<file path="src/rtl/projectile_engine_pkg.sv">
// Shared constants, types and the heading-to-direction table for the projectile engine.
package projectile_engine_pkg;

    localparam int POS_W = 11;
    localparam int VEL_W = 8;

    typedef logic signed [VEL_W-1:0] vel_t;

    typedef enum logic {
        IDLE,
        FLYING
    } slot_state_e;

    // Cosine-like component for 16 headings, 0 = +x, counter-clockwise.
    function automatic vel_t dir_c(input logic [3:0] k);
        int v;
        case (k)
            4'd0:    v = 4;
            4'd1:    v = 4;
            4'd2:    v = 3;
            4'd3:    v = 2;
            4'd4:    v = 0;
            4'd5:    v = -2;
            4'd6:    v = -3;
            4'd7:    v = -4;
            4'd8:    v = -4;
            4'd9:    v = -4;
            4'd10:   v = -3;
            4'd11:   v = -2;
            4'd12:   v = 0;
            4'd13:   v = 2;
            4'd14:   v = 3;
            default: v = 4;
        endcase
        return vel_t'(v);
    endfunction

    function automatic vel_t dir_s(input logic [3:0] k);
        int v;
        case (k)
            4'd0:    v = 0;
            4'd1:    v = 2;
            4'd2:    v = 3;
            4'd3:    v = 4;
            4'd4:    v = 4;
            4'd5:    v = 4;
            4'd6:    v = 3;
            4'd7:    v = 2;
            4'd8:    v = 0;
            4'd9:    v = -2;
            4'd10:   v = -3;
            4'd11:   v = -4;
            4'd12:   v = -4;
            4'd13:   v = -4;
            4'd14:   v = -3;
            default: v = -2;
        endcase
        return vel_t'(v);
    endfunction

endpackage

</file>
<file path="src/rtl/projectile_engine_slot.sv">
// One projectile slot: IDLE/FLYING state, position and velocity registers, bounds check.
module projectile_slot
    import projectile_engine_pkg::*;
#(
    parameter int SCREEN_W = 640,
    parameter int SCREEN_H = 480,
    parameter int ORIGIN_X = 320,
    parameter int ORIGIN_Y = 240
) (
    input  logic             clk_i,
    input  logic             rst_i,
    input  logic             spawn_i,
    input  logic             tick_i,
    input  logic [VEL_W-1:0] vx_i,
    input  logic [VEL_W-1:0] vy_i,
    output logic             active_o,
    output logic [POS_W-1:0] x_o,
    output logic [POS_W-1:0] y_o,
    output logic             expire_o
);

    localparam logic signed [POS_W-1:0] X_MAX = POS_W'(SCREEN_W - 1);
    localparam logic signed [POS_W-1:0] Y_MAX = POS_W'(SCREEN_H - 1);

    slot_state_e state_q, state_d;

    logic signed [POS_W-1:0] x_q, x_d, y_q, y_d;
    logic signed [POS_W-1:0] nx, ny;
    logic [VEL_W-1:0]        vx_q, vx_d, vy_q, vy_d;
    logic                    oob;

    always_comb begin
        nx  = x_q + {{(POS_W-VEL_W){vx_q[VEL_W-1]}}, vx_q};
        ny  = y_q + {{(POS_W-VEL_W){vy_q[VEL_W-1]}}, vy_q};
        oob = nx[POS_W-1] || (nx > X_MAX) || ny[POS_W-1] || (ny > Y_MAX);
    end

    always_ff @(posedge clk_i or posedge rst_i) begin
        if (rst_i) begin
            state_q <= IDLE;
        end else begin
            state_q <= state_d;
        end
    end

    always_comb begin
        state_d = state_q;
        case (state_q)
            IDLE:    if (spawn_i) state_d = FLYING;
            FLYING:  if (tick_i && oob) state_d = IDLE;
            default: state_d = IDLE;
        endcase
    end

    always_comb begin
        active_o = (state_q == FLYING);
        expire_o = (state_q == FLYING) && tick_i && oob;
    end

    // A spawn takes priority so a slot spawned on a tick edge stays at the origin.
    always_comb begin
        x_d  = x_q;
        y_d  = y_q;
        vx_d = vx_q;
        vy_d = vy_q;
        if (spawn_i) begin
            x_d  = POS_W'(ORIGIN_X);
            y_d  = POS_W'(ORIGIN_Y);
            vx_d = vx_i;
            vy_d = vy_i;
        end else if ((state_q == FLYING) && tick_i) begin
            x_d = nx;
            y_d = ny;
        end
    end

    always_ff @(posedge clk_i or posedge rst_i) begin
        if (rst_i) begin
            x_q  <= '0;
            y_q  <= '0;
            vx_q <= '0;
            vy_q <= '0;
        end else begin
            x_q  <= x_d;
            y_q  <= y_d;
            vx_q <= vx_d;
            vy_q <= vy_d;
        end
    end

    assign x_o = x_q;
    assign y_o = y_q;

endmodule

</file>
<file path="src/rtl/projectile_engine.sv">
// Projectile pool: fire allocation to the lowest idle slot, fire cooldown, spawn/expire pulses.
module projectile_engine
    import projectile_engine_pkg::*;
#(
    parameter int MAX_PROJ = 4,
    parameter int SCREEN_W = 640,
    parameter int SCREEN_H = 480,
    parameter int ORIGIN_X = 320,
    parameter int ORIGIN_Y = 240,
    parameter int SPEED    = 1,
    parameter int COOLDOWN = 4
) (
    input  logic                      clk,
    input  logic                      reset,
    input  logic                      frame_tick,
    input  logic                      fire_valid,
    input  logic [3:0]                angle,
    output logic                      fire_ready,
    output logic [MAX_PROJ-1:0]       proj_active,
    output logic [MAX_PROJ*POS_W-1:0] proj_x,
    output logic [MAX_PROJ*POS_W-1:0] proj_y,
    output logic                      spawn_pulse,
    output logic                      expire_pulse
);

    localparam int CD_W = (COOLDOWN > 0) ? $clog2(COOLDOWN + 1) : 1;

    logic [CD_W-1:0]     cooldown_q, cooldown_d;
    logic                spawn_q, spawn_d;
    logic                expire_q, expire_d;
    logic                accept;
    logic                found;
    logic [MAX_PROJ-1:0] spawn_sel;
    logic [MAX_PROJ-1:0] expire_vec;
    vel_t                vx, vy;

    always_comb begin
        fire_ready = !reset && (cooldown_q == '0) && !(&proj_active);
        accept     = fire_valid && fire_ready;
        vx         = dir_c(angle) * vel_t'(SPEED);
        vy         = -(dir_s(angle) * vel_t'(SPEED));
    end

    always_comb begin
        spawn_sel = '0;
        found     = 1'b0;
        for (int unsigned i = 0; i < MAX_PROJ; i++) begin
            if (!proj_active[i] && !found) begin
                spawn_sel[i] = accept;
                found        = 1'b1;
            end
        end
    end

    for (genvar g = 0; g < MAX_PROJ; g++) begin : g_slot
        projectile_slot #(
            .SCREEN_W (SCREEN_W),
            .SCREEN_H (SCREEN_H),
            .ORIGIN_X (ORIGIN_X),
            .ORIGIN_Y (ORIGIN_Y)
        ) u_slot (
            .clk_i    (clk),
            .rst_i    (reset),
            .spawn_i  (spawn_sel[g]),
            .tick_i   (frame_tick),
            .vx_i     (vx),
            .vy_i     (vy),
            .active_o (proj_active[g]),
            .x_o      (proj_x[g*POS_W +: POS_W]),
            .y_o      (proj_y[g*POS_W +: POS_W]),
            .expire_o (expire_vec[g])
        );
    end

    // An accept reloads the cooldown even on a tick edge.
    always_comb begin
        cooldown_d = cooldown_q;
        if (accept) begin
            cooldown_d = CD_W'(COOLDOWN);
        end else if (frame_tick && (cooldown_q != '0)) begin
            cooldown_d = cooldown_q - CD_W'(1);
        end
        spawn_d  = accept;
        expire_d = |expire_vec;
    end

    always_ff @(posedge clk or posedge reset) begin
        if (reset) begin
            cooldown_q <= '0;
            spawn_q    <= 1'b0;
            expire_q   <= 1'b0;
        end else begin
            cooldown_q <= cooldown_d;
            spawn_q    <= spawn_d;
            expire_q   <= expire_d;
        end
    end

    assign spawn_pulse  = spawn_q;
    assign expire_pulse = expire_q;

endmodule

</file>
<file path="config.mk">
export PLATFORM = sky130hd
export DESIGN_NAME = projectile_engine
export DESIGN_NICKNAME = d
export VERILOG_FILES = /design/src/rtl/projectile_engine_pkg.sv /design/src/rtl/projectile_engine_slot.sv /design/src/rtl/projectile_engine.sv
export SDC_FILE = /design/constraint.sdc
export NUM_CORES = 1
export LEC_CHECK = 0
export ABC_CLOCK_PERIOD_IN_PS = 3500
export CAP_MARGIN = 5
export CORE_ASPECT_RATIO = 0.75
export CORE_MARGIN = 2
export CORE_UTILIZATION = 55
export DETAILED_ROUTE_END_ITERATION = 10
export PLACE_DENSITY_LB_ADDON = 0.12
export SYNTH_ARGS = -nofsm -noshare
export SYNTH_HDL_FRONTEND = slang
export SYNTH_HIERARCHICAL = 1
export SYNTH_SLANG_ARGS = --single-unit
export TNS_END_PERCENT = 50
</file>
<file path="constraint.sdc">
create_clock -name clk -period 3.5 [get_ports clk]
set_input_delay 0.7 -clock clk [delete_from_list [all_inputs] [get_ports clk]]
set_output_delay 0.7 -clock clk [all_outputs]
set_load 0.05 [all_outputs]
</file>
==> run summary <==
HP Class: reg -> reg
Gr usage total: 26.80%
Initial core utilization: 56.43%
Power consumption: 0.009556 W
Dpl ws: 0.1665 ns
Post-synthesis instance total: 1077
R2R cell count: 10
Initial antenna violation count: 0
Most common cell after layout, fill and taps aside: dfrtp_1
Post-synthesis simple-gate area fraction: 14.59%
Layout Area Growth over Synthesis: 18.54%
Synth Area in XOR/XNOR: 5.503%
TNS Setup: 0 ns
First DRT Iteration DRCs: 605
Final WL: 25270 microns
CTS Root Cell: clkbuf_16
Post-CTS Setup Inserts: 0
Die ar.: 20230 sq um
Commonest cells after routing, fill and taps aside: dfrtp_1, nand2_1, clkdlybuf4s50_1
RD Place Congestion: 0.8673
Reg-to-Reg Start: g_slot[3].u_slot/y_o[0]
Final instance area: 12450 sq um
# diodes: 0
Rel. slew slack: 50.21%
CTS Hold Bufs: 0
Clock latency on the worst-skew pair: 0.43 ns
Max Clock Freq: 309.1 MHz
Crit-path max FO: 4
Crit. Startpoint: g_slot[3].u_slot/y_o[0]
Syn Nets: 1182
Hold Crit Start: g_slot[2].u_slot/vx_q[5]
Largest family of logic cells by synthesized area: compound AO/OA/AOI/OAI gates
R2R Setup Slk: 0.26 ns
Fin. Hold Viols: 0
DRT Pass-1 Iters: 5
Number of distinct library cells after synthesis: 66
Num CTS Buffers: 17
Clock tree sinks: 161
Final setup violation count: 0
Core ar.: 18620 sq um
Crit. End Element: flop
Crit path launch type: flop
Detailed Place HPWL: 18260 microns
EDFF count, synth: 0
Via Count: 8424
RSZ-0062 raised after global routing: false
Synth Area per Inst: 9.754 sq um
Post_cts resized: 0
Status: finished, final reports clean
DRC Markers: 0
I/O Buffers: 102
Pins Over Slew Limit: 0
FF-to-FF End: expire_pulse
# IOs: 103
Slew @ Worst Pin: 0.7391 ns
Async set-reset flop share out of synthesis: 100.0%
Die width: 163.6 microns
DR WL/cell: 17.48 microns
Worst vdd rail ir drop: 0.0005034 V
Fillers: 1511
Yosys reg bits: 161
Final worst slack: 0.2647 ns
Pwr/cell area: 767.3 nW/um^2
Primary FF master, synth: dfrtp_1
Mux share of post-synthesis cell area: 7.075%
Site row count: 43
Critical path class: reg -> reg
P_leak: 5.901 nW
Adder-cell share of the synthesized area: 12.12%
Worst endpoint data arrival time: 3.53 ns
Max_cap viols: 0
Worst Skew: 0.01176 ns
Clk slew on worst S/H paths: 0.06 ns
Grt ovf: 0
Clk buf depth: 2
Critical path cell sequence: ha_1 -> inv_1 -> fa_1 -> nand2b_1 -> a2111oi_1 -> o21ai_0 -> and4_4 -> o41ai_4 -> o211ai_1 -> or4_1
Vias per cell: 5.826
Fin nets: 1292
CTS tree: done
Die Height: 123.7 microns
Syn Std Cell Area: 10510 sq um
Synth Warn #: 6
First-pass GRT wire length: 42860 microns
Post-synthesis compound-gate area fraction: 19.44%
Post-route ant nets: 0
Seq/Total Area, Yosys: 38.35%
Slowest CP cell: a2111oi_1
Vias in the first global route: 8369
Crit path to: expire_pulse
Share of cells above drive strength 1: 12.68%
Tcrit/Tclk final: 92.44%
H-tree Lvls: 4
Maximum number of pins on one net before global-route repair: 40
CP peak stage delay: 0.48 ns
Min cycle time layout: 3.235 ns
Placed Area: 11930 sq um
Worst EP required: 3.80 ns
Post-layout util: 66.90%
-- flip-flops by register name (all words and copies together) (netlist names) --
register,flops
g_slot.u_slot/active_o,4
g_slot.u_slot/y_o,44
g_slot.u_slot/vy_q,32
expire_pulse,1
spawn_pulse,1
cooldown_q,3
g_slot.u_slot/vx_q,32
g_slot.u_slot/x_o,44
-- stage by stage --
step           hold WS [ns]  std cells
2_1_floorplan        0.4785       1077
3_3_place_gp         0.4937       1415
3_5_place_dp         0.5008       1415
4_1_cts              0.5149       1446
5_1_grt              0.5323       1446
6_report             0.5089       1446
-- cells by family after synthesis --
kind of cell    Yosys count
simple gates            310
compound gates          301
flops                   161
fa+ha+maj                97
buf+inv                  76
xor+xnor                 66
mux                      66
-- critical path, delay by kind of cell, from the launching register on --
family                   cells  cell delay [ns]
buffers and inverters        1             0.06
AO/OA/AOI/OAI                4             1.22
flip-flops                   1             0.37
AND/OR/NAND/NOR              3             0.90
adder cells (fa/ha/maj)      2             0.56
-- routing by layer --
metal	GRT usage [%]	vias up	routed length [microns]
met2	41.98	168	11440
met5	0	-	0
met4	4.660	0	130
met3	5.961	9	1172
li1	-	4164	-
met1	38.92	4083	12520
-- how the worst min path moves through the flow --
stage,endpoint,slack (ns),cells past startpoint
final,g_slot[2].u_slot/vx_q[5],0.51,1
after global routing,g_slot[1].u_slot/vx_q[0],0.53,1
after CTS,g_slot[2].u_slot/vx_q[5],0.51,1
after detailed placement,g_slot[2].u_slot/vx_q[5],0.50,1
after global placement,g_slot[2].u_slot/vx_q[5],0.49,1
after floorplan,cooldown_q[0],0.48,1
-- final cells by class --
class,count,area [sq um],area share [%]
well taps,247,309.0,2.482
repair buffers,130,1266,10.17
clock inverters,11,65.06,0.5225
clock buffers,20,456.7,3.667
flip-flops and latches,161,4029,32.35
inverters,37,138.9,1.115
multi-input cells,840,6188,49.69
-- cells in the mapped netlist, types with 10 or more instances --
library cell	number	area [sq um]
or2_2	10	62.56
mux2_2	61	686.9
a31oi_1	10	62.56
a211oi_1	33	247.7
nor2b_1	11	68.82
o21a_1	10	75.07
nand2_1	106	397.9
ha_1	89	1114
dfrtp_1	161	4029
clkbuf_1	23	86.33
a21oi_1	79	395.4
nand2b_1	21	131.4
nor2_1	75	281.5
inv_1	37	138.9
xor2_1	30	262.8
o211ai_1	19	142.6
a21o_1	27	202.7
xnor2_1	36	315.3
o21ai_0	59	295.3
nand3_1	19	95.09
and3_1	10	62.56
buf_1	11	41.29
nor3_1	13	65.06
-- report_power, final --
part | internal [W] | switching (W)
sequential | 0.00234 | 0.000473
clock | 0.000932 | 0.000763
combinational | 0.00203 | 0.00302
total | 0.00530 | 0.00426
(Power assumes the default switching activity.)
